[config.mk]
export PLATFORM = sky130hd
export DESIGN_NAME = sp_mailbox
export DESIGN_NICKNAME = d
export VERILOG_FILES = /design/src/rtl/sp_mailbox.sv
export SDC_FILE = /design/constraint.sdc
export NUM_CORES = 1
export LEC_CHECK = 0
export CORE_MARGIN = 2
export CORE_UTILIZATION = 47
export DETAILED_ROUTE_END_ITERATION = 10
export PLACE_DENSITY = 0.65
export SYNTH_ARGS = -nofsm -noshare
export SYNTH_HDL_FRONTEND = slang
export SYNTH_SLANG_ARGS = --single-unit
[constraint.sdc]
create_clock -name clk -period 3.5 [get_ports clk]
set_clock_uncertainty 0.15 [all_clocks]
set_input_delay 0.35 -clock clk [delete_from_list [all_inputs] [get_ports clk]]
set_output_delay 0.35 -clock clk [all_outputs]
set_load 0.05 [all_outputs]
[src/rtl/sp_mailbox.sv]
// sp_mailbox: Wishbone byte mailbox with a TX FIFO toward the host and an RX FIFO from it.
// Define SP_MAILBOX_TIMER_EN to add the 32-bit cycle counter and its coherent-read latch at offsets 4..7.
module sp_mailbox #(
  parameter int FIFO_DEPTH_LOG2 = 4
) (
  input  logic        clk,
  input  logic        reset,
  input  logic [0:23] wb_adr_i,
  input  logic [0:7]  wb_dat_i,
  output logic [0:7]  wb_dat_o,
  input  logic        wb_we_i,
  input  logic [0:0]  wb_sel_i,
  input  logic        wb_stb_i,
  input  logic        wb_cyc_i,
  output logic        wb_ack_o,
  output logic [0:7]  tx_data_o,
  output logic        tx_valid_o,
  input  logic        tx_ready_i,
  input  logic [0:7]  rx_data_i,
  input  logic        rx_valid_i,
  output logic        rx_ready_o,
  output logic        irq_o
);
  localparam int AW    = FIFO_DEPTH_LOG2;
  localparam int DEPTH = 1 << AW;

  logic [2:0] reg_a;
  logic [7:0] wdat;
  logic       accept;
  logic       act;
  logic       unused_adr;
  logic [7:0] rd_val;
  logic       tx_ovf;
  logic       rx_ovf;

  assign reg_a      = wb_adr_i[21:23];
  assign wdat       = wb_dat_i;
  assign accept     = wb_cyc_i & wb_stb_i & ~wb_ack_o;
  assign act        = accept & wb_sel_i[0];
  assign unused_adr = &{1'b0, wb_adr_i[0:20]};

  // FIFO index 0 is TX (bus -> host), index 1 is RX (host -> bus).
  logic [1:0]         f_push;
  logic [1:0]         f_pop;
  logic [1:0]         f_full;
  logic [1:0]         f_empty;
  logic [1:0][7:0]    f_wdata;
  logic [1:0][7:0]    f_rdata;
  logic [1:0][AW:0]   f_count;

  assign f_push[0]  = act & wb_we_i & (reg_a == 3'd0);
  assign f_pop[0]   = tx_ready_i;
  assign f_wdata[0] = wdat;
  assign f_push[1]  = rx_valid_i;
  assign f_pop[1]   = act & ~wb_we_i & (reg_a == 3'd0);
  assign f_wdata[1] = rx_data_i;

  for (genvar g = 0; g < 2; g++) begin : g_fifo
    logic [7:0]    mem [DEPTH];
    logic [AW-1:0] wr_ptr;
    logic [AW-1:0] rd_ptr;
    logic [AW:0]   count;
    logic          push_ok;
    logic          pop_ok;

    // Full/empty are pre-edge, so a pop never makes room for a same-edge push.
    assign push_ok = f_push[g] & ~f_full[g];
    assign pop_ok  = f_pop[g] & ~f_empty[g];

    always_ff @(posedge clk) begin
      if (reset) begin
        wr_ptr <= '0;
        rd_ptr <= '0;
        count  <= '0;
      end else begin
        if (push_ok) begin
          mem[wr_ptr] <= f_wdata[g];
          wr_ptr      <= wr_ptr + 1'b1;
        end
        if (pop_ok) begin
          rd_ptr <= rd_ptr + 1'b1;
        end
        if (push_ok != pop_ok) begin
          count <= push_ok ? count + 1'b1 : count - 1'b1;
        end
      end
    end

    assign f_rdata[g] = mem[rd_ptr];
    assign f_count[g] = count;
    assign f_full[g]  = count[AW];
    assign f_empty[g] = (count == '0);
  end

  assign tx_valid_o = ~f_empty[0];
  assign tx_data_o  = f_rdata[0];
  assign rx_ready_o = ~f_full[1];
  assign irq_o      = ~f_empty[1];

`ifdef SP_MAILBOX_TIMER_EN
  logic [31:0] cyc_cnt;
  logic [31:0] tmr_latch;

  always_ff @(posedge clk) begin
    if (reset) begin
      cyc_cnt   <= '0;
      tmr_latch <= '0;
    end else begin
      cyc_cnt <= cyc_cnt + 32'd1;
      if (act && !wb_we_i && reg_a == 3'd4) begin
        tmr_latch <= cyc_cnt;
      end
    end
  end
`endif

  always_comb begin
    rd_val = 8'h00;
    if (wb_sel_i[0] && !wb_we_i) begin
      case (reg_a)
        3'd0: rd_val = f_empty[1] ? 8'h00 : f_rdata[1];
        3'd1: rd_val = {3'b000, tx_ovf, rx_ovf, f_empty[0], f_full[0], ~f_empty[1]};
        3'd2: rd_val = 8'(f_count[1]);
        3'd3: rd_val = 8'(f_count[0]);
`ifdef SP_MAILBOX_TIMER_EN
        // Offset 4 returns the live MSB byte while the latch captures the whole word.
        3'd4: rd_val = cyc_cnt[31:24];
        3'd5: rd_val = tmr_latch[23:16];
        3'd6: rd_val = tmr_latch[15:8];
        3'd7: rd_val = tmr_latch[7:0];
`endif
        default: rd_val = 8'h00;
      endcase
    end
  end

  always_ff @(posedge clk) begin
    if (reset) begin
      wb_ack_o <= 1'b0;
      wb_dat_o <= 8'h00;
      tx_ovf   <= 1'b0;
      rx_ovf   <= 1'b0;
    end else begin
      wb_ack_o <= accept;
      if (accept) begin
        wb_dat_o <= rd_val;
      end
      if (act && wb_we_i && reg_a == 3'd1 && wdat[4]) begin
        tx_ovf <= 1'b0;
      end
      if (act && wb_we_i && reg_a == 3'd0 && f_full[0]) begin
        tx_ovf <= 1'b1;
      end
      if (act && wb_we_i && reg_a == 3'd1 && wdat[3]) begin
        rx_ovf <= 1'b0;
      end
      // A fresh overflow on the same edge as a clear wins.
      if (rx_valid_i && f_full[1]) begin
        rx_ovf <= 1'b1;
      end
    end
  end

endmodule

# After elaboration in Yosys (flattened, before gate mapping)
# Memories as Yosys holds them, arrays and structs flattened. A register that Yosys moved wholly into a read port is not among the register bits.
# Index checks and enable logic that the tools add are counted.
[totals]
elab_cells = 75
input_bits = 48
rom_bits = 0
regBits = 37
latch_bits = 0
mem_bits_rw = 256
n_memories = 2
[memory_table]
columns = ["memory", "depth", "width", "read_ports", "rd_clocked_by_memory_dff", "wr", "line", "text"]
rows = [
  ["g_fifo[0].mem", 16, 8, 1, 1, 1, "59", "logic [7:0] mem [DEPTH];"],
  ["g_fifo[1].mem", 16, 8, 1, 1, 1, "59", ""],
]
[op_classes]
muxes = 19
n_eq_ne = 5
bitwise_logic = 17
n_lt_le_gt_ge = 0
addsub = 8
mul = 0
reduce_logical = 14
n_shift = 0
div = 0
[op_table]
columns = ["operator", "count"]
rows = [
  ["8-bit case mux with 4 select lines", 1],
  ["4-bit by 1-bit adder with 4-bit output, second input constant", 4],
  ["4-bit two-way mux", 4],
  ["8-bit two-way mux", 2],
  ["1-bit AND", 11],
  ["5-bit by 1-bit adder with 5-bit output, second input constant", 2],
  ["5-bit logical NOT", 2],
  ["1-bit two-way mux", 10],
  ["5-bit two-way mux", 2],
  ["5-bit by 1-bit subtractor with 5-bit output, second input constant", 2],
  ["1-bit logical AND", 8],
  ["3-bit by 2-bit equality test with 1-bit output, second input constant", 2],
  ["1-bit inverter", 6],
  ["2-bit nonzero test", 2],
  ["3-bit by 1-bit equality test with 1-bit output, second input constant", 1],
  ["3-bit logical NOT", 1],
  ["1-bit inequality test", 2],
  ["1-bit logical NOT", 1],
]

# Logic depth before layout (Yosys ltp)
[logic_depth]
word_depth = 9
mapped_depth = 10
mapped_depth_nobuf = 9

# Worst setup path after synthesis
# Ideal clock, no wire load.
[synth_path]
path_type = "reg2reg"
from = "register wb_ack_o"
to = "register g_fifo[0].count[4]"
setup_slack_ns = 0.466
path_stages_with_launch = 10
n_path_buf = 0
t_arrival_ns = 2.813
setup_time_ns = 0.070
required_ns = 3.280
cell_sequence = "dfxtp_1 -> nand4b_1 -> nor4_4 -> inv_1 -> fa_1 -> a21o_1 -> a21oi_1 -> nand2_1 -> or3_1 -> a21oi_1"
[synth_via]
elab_chain_cells = 7
[synth_rtl]
columns = ["element", "line", "text"]
rows = [
  ["start, declared", "15", "output logic wb_ack_o,"],
  ["start signal, assigned", "144", "wb_ack_o <= accept;"],
  ["1-bit inverter (*)", "38", "assign accept = wb_cyc_i & wb_stb_i & ~wb_ack_o;"],
  ["1-bit AND (*)", "38", ""],
  ["1-bit AND (*)", "39", "assign act = accept & wb_sel_i[0];"],
  ["1-bit AND (*) (2 in a row)", "51", "assign f_push[0] = act & wb_we_i & (reg_a == 3'd0);"],
  ["1-bit AND (*)", "67", "assign push_ok = f_push[g] & ~f_full[g];"],
  ["5-bit two-way mux or 1-bit inequality test (tied branches)", "84, 83", ""],
  ["end signal, assigned", "84", "count <= push_ok ? count + 1'b1 : count - 1'b1;"],
  ["end, declared", "62", "logic [AW:0] count;"],
]
# Every way passes the cells marked *; elsewhere a longest branch is shown, timed or not.
# A chain may end at the register's enable or synchronous reset.

==> key figures <==
Finish
  • Fillers: roughly 1900
  • Fin nets: 838
  • Diode count: 0
  • Layout cells sized above 1: a little under a quarter
  • Layout area overhead: 17.15%
  • Final Instance Area: 0.01412 mm²

Yosys
  • Count leader, synth: edfxtp_1
  • Synth Net Count: 747
  • Seq/Total Area, Yosys: between 70% and 80%
  • Cell taking the most area after synthesis: edfxtp_1
  • Asr flop ratio synth: 0%
  • Ys flop type: edfxtp_1
  • Netlist cell types: 50
  • Synth warn: 0
  • Synthesized flop and latch total: 301
  • Mapped Avg Cell Area: 17.70 µm²
  • Top area cells in the synthesized netlist: edfxtp_1 64%, mux4_2 13%, dfxtp_1 7.5%
  • Yosys top cell area share: a little under two thirds
  • Synth top cells by count: 256 x edfxtp_1, 68 x mux4_2, 65 x nor2_1
  • Synthesized cell area: 0.01206 mm²
  • Number of synthesized flops with an enable pin: ~260
  • Syn Inst Count: 681

Pwr
  • Power per cell area: 596.9 mW/mm²
  • Leakage power: between 4 and 5 nW
  • VDD IR max: around 0.00049 V

Clock tree
  • TritonCTS Buffers: 30
  • Post-CTS Setup Bufs: 0
  • Cts hold-fix bufs: 0
  • Clock sinks: approximately 300
  • H-tree depth: 1
  • Clock-pin transition on the worst setup and hold timing paths: approximately 0.060 ns
  • CTS tree: done
  • Worst-Skew Late Latency: 0.55 ns
  • Root buffer cell: clkbuf_16
  • Clock buffer depth: 3

Run status
  • Status: finished, final reports clean

Setup path
  • Setup crit end kind: output pin
  • Reg-to-reg setup timing slack: 0.93 ns
  • Crit Path Class: reg2out
  • Worst flop-to-flop path startpoint: wb_ack_o
  • Crit path launch type: flip-flop
  • Required @ worst endpoint: 3.00 ns
  • Reg2reg end: g_fifo[0].count[4]
  • Worst Path Max Fanout: 28
  • R2R depth: 9
  • WP data arrival: approximately 2.8 ns

Hold path
  • Min-delay src: reset
  • Worst hold endpoint: wb_dat_o[2]
  • Hold Path Depth: 3
  • HP Class: in2reg

Die
  • # IOs: 68
  • Die Span Y: roughly 160 µm
  • Die width: 164.2 µm
  • Initial Util: a little under half
  • Cell Rows: 58
  • Die ar.: 0.02695 mm²
  • Core footprint: 0.02518 mm²

GRT
  • M3 GR Usage: 3.005%
  • Grt peak-use layer: met2
  • GR Overflow Total: 0
  • Met1 Track Usage GR: 22.82%
  • GRT Total Usage: 17.64%
  • Largest net degree at the start of global routing: 44
  • First-pass GRT wire length: 36300 µm
  • M2 GR Usage: 30.70%
  • Initial antenna violation count: 0
  • Vias in the first global route: 6513

Route
  • Drt total wl: about 23000 µm
  • Drt via density: 5.537
  • Antenna Violating Nets Remaining: 0
  • Initial drt markers: 470
  • Drt drc: 0
  • Post-DR wirelength/cell: 20.41 µm
  • Vias: just over 6000
  • Initial DRT Pass Iterations: 5

STA
  • Unrepaired setup endpoints after global routing: false
  • Final hold vios: 0
  • Slew Viols, Final: 0
  • Peak Freq: 304.3 MHz
  • Tightest Pin Transition: 0.9092 ns
  • Final setup fails: 0
  • Max_slew headroom: 39.30%
  • Setup TNS: 0 ns
  • Final period utilization: 93.90%
  • Min Tclk post-route: 3.286 ns

Placed design
  • # port buffers: 46
  • DP Area: 0.01314 mm²
  • Detailed-placement wirelength estimate: ~16000 µm
  • Placer's final routability congestion estimate: roughly 0.8

Run
  • Max-cap violations: 0
-- worst max-delay path, stage by stage (launching register included) --
cell           delay (ns)
dfxtp_2              0.44
buf_12               0.29
mux4_2               0.56
mux4_2               0.49
dlygate4sd2_1        0.44
-- repair_timing --
| item | 4_1_cts | 5_1_grt |
|---|---|---|
| endpoints found under the setup margin | 8 | 0 |
| endpoints found under the hold margin | 0 | 0 |
| resized for setup | 8 | 0 |
-- cells in the final DEF (no fill, tap or decap), types with 3 or more instances in the layout --
master           instances
buf_4                   44
mux2_2                  10
mux2i_1                 17
or3_1                    3
xor2_1                   8
a21oi_1                 19
inv_1                    8
bufinv_16                3
clkbuf_8                 3
edfxtp_1               256
nor2_1                  65
nor3_1                  12
dlygate4sd2_1            8
clkinv_2                 8
nor2b_1                  4
a22oi_1                 10
nand3_1                 11
clkdlybuf4s50_1         37
nand2_1                 32
o21bai_1                 3
or4_1                    3
clkbuf_1                 6
clkbuf_16               31
ha_1                    16
nand4_1                  3
nand2b_1                 4
o21ai_0                  6
mux4_2                  68
a31oi_1                  4
dfxtp_1                 43
nand3b_1                 3
a21o_1                   5
xnor2_1                  8
-- where the power goes --
part           internal [mW]  switching (mW)
Clock                   1.90            1.27
Combinational          0.542           0.661
Sequential              3.96          0.0946
-- metal layers --
layer | up-vias | wire (µm) | part of all wire [%]
li1 | 2861 | - | -
met1 | 3180 | 9676 | 42
met2 | 140 | 11700 | 51
met3 | 48 | 976 | 4.3
met4 | 0 | 607 | 2.6
met5 | - | 0 | 0
-- registers in the layout, indices dropped and copies added (netlist names), named ones only --
name,cells
g_fifo.rd_ptr,8
g_fifo.mem,256
tx_ovf,1
rx_ovf,1
wb_dat_o,8
g_fifo.count,10
g_fifo.wr_ptr,8
wb_ack_o,1
-- cells by family after synthesis --
family                     count (synthesis)  synth area share [%]
muxes                                     95                 15.05
adders and majority gates                 18                 1.993
and+or+nand+nor                          150                 5.833
AOI/OAI and AO/OA                         60                 3.197
DFF                                      301                 71.24
buffers and inverters                     40                 1.391
xor gates and xnor gates                  17                 1.297
-- area by class of cell --
type                    count  area (µm²)  share of cell area [%]
inverters                   8       30.03                  0.2126
well taps                 330       412.9                   2.924
clock inverters            15       153.9                   1.090
repair buffers             91       795.8                   5.635
flip-flops and latches    301        8591                   60.83
clock buffers              40       839.6                   5.945
multi-input cells         340        3299                   23.36
-- worst max-delay path by stage --
stage / to / slack (ns) / cells after the start
after floorplan: g_fifo[0].count[4] / 0.47 / 9
after global placement: g_fifo[0].count[4] / 0.31 / 10
after detailed placement: g_fifo[0].count[4] / 0.29 / 10
after CTS: tx_data_o[7] / 0.17 / 4
after global routing: tx_data_o[4] / 0.10 / 4
final: tx_data_o[1] / 0.21 / 4
-- per-stage QoR --
stage / setup WS (ns) / hold slack (ns) / cells / power [mW] / util [%]
after floorplan: 0.4661 / 0.2989 / 681 / 4.990 / -
after global placement: 0.3120 / 0.2963 / 1070 / 5.314 / 52.18
after detailed placement: 0.2919 / 0.3114 / 1070 / 5.367 / 52.18
after CTS: 0.1652 / 0.2304 / 1125 / 8.508 / 56.08
after global routing: 0.1038 / 0.2481 / 1125 / 8.751 / 56.08
final: 0.2136 / 0.2319 / 1125 / 8.429 / 56.08
(Power assumes the default switching activity.)
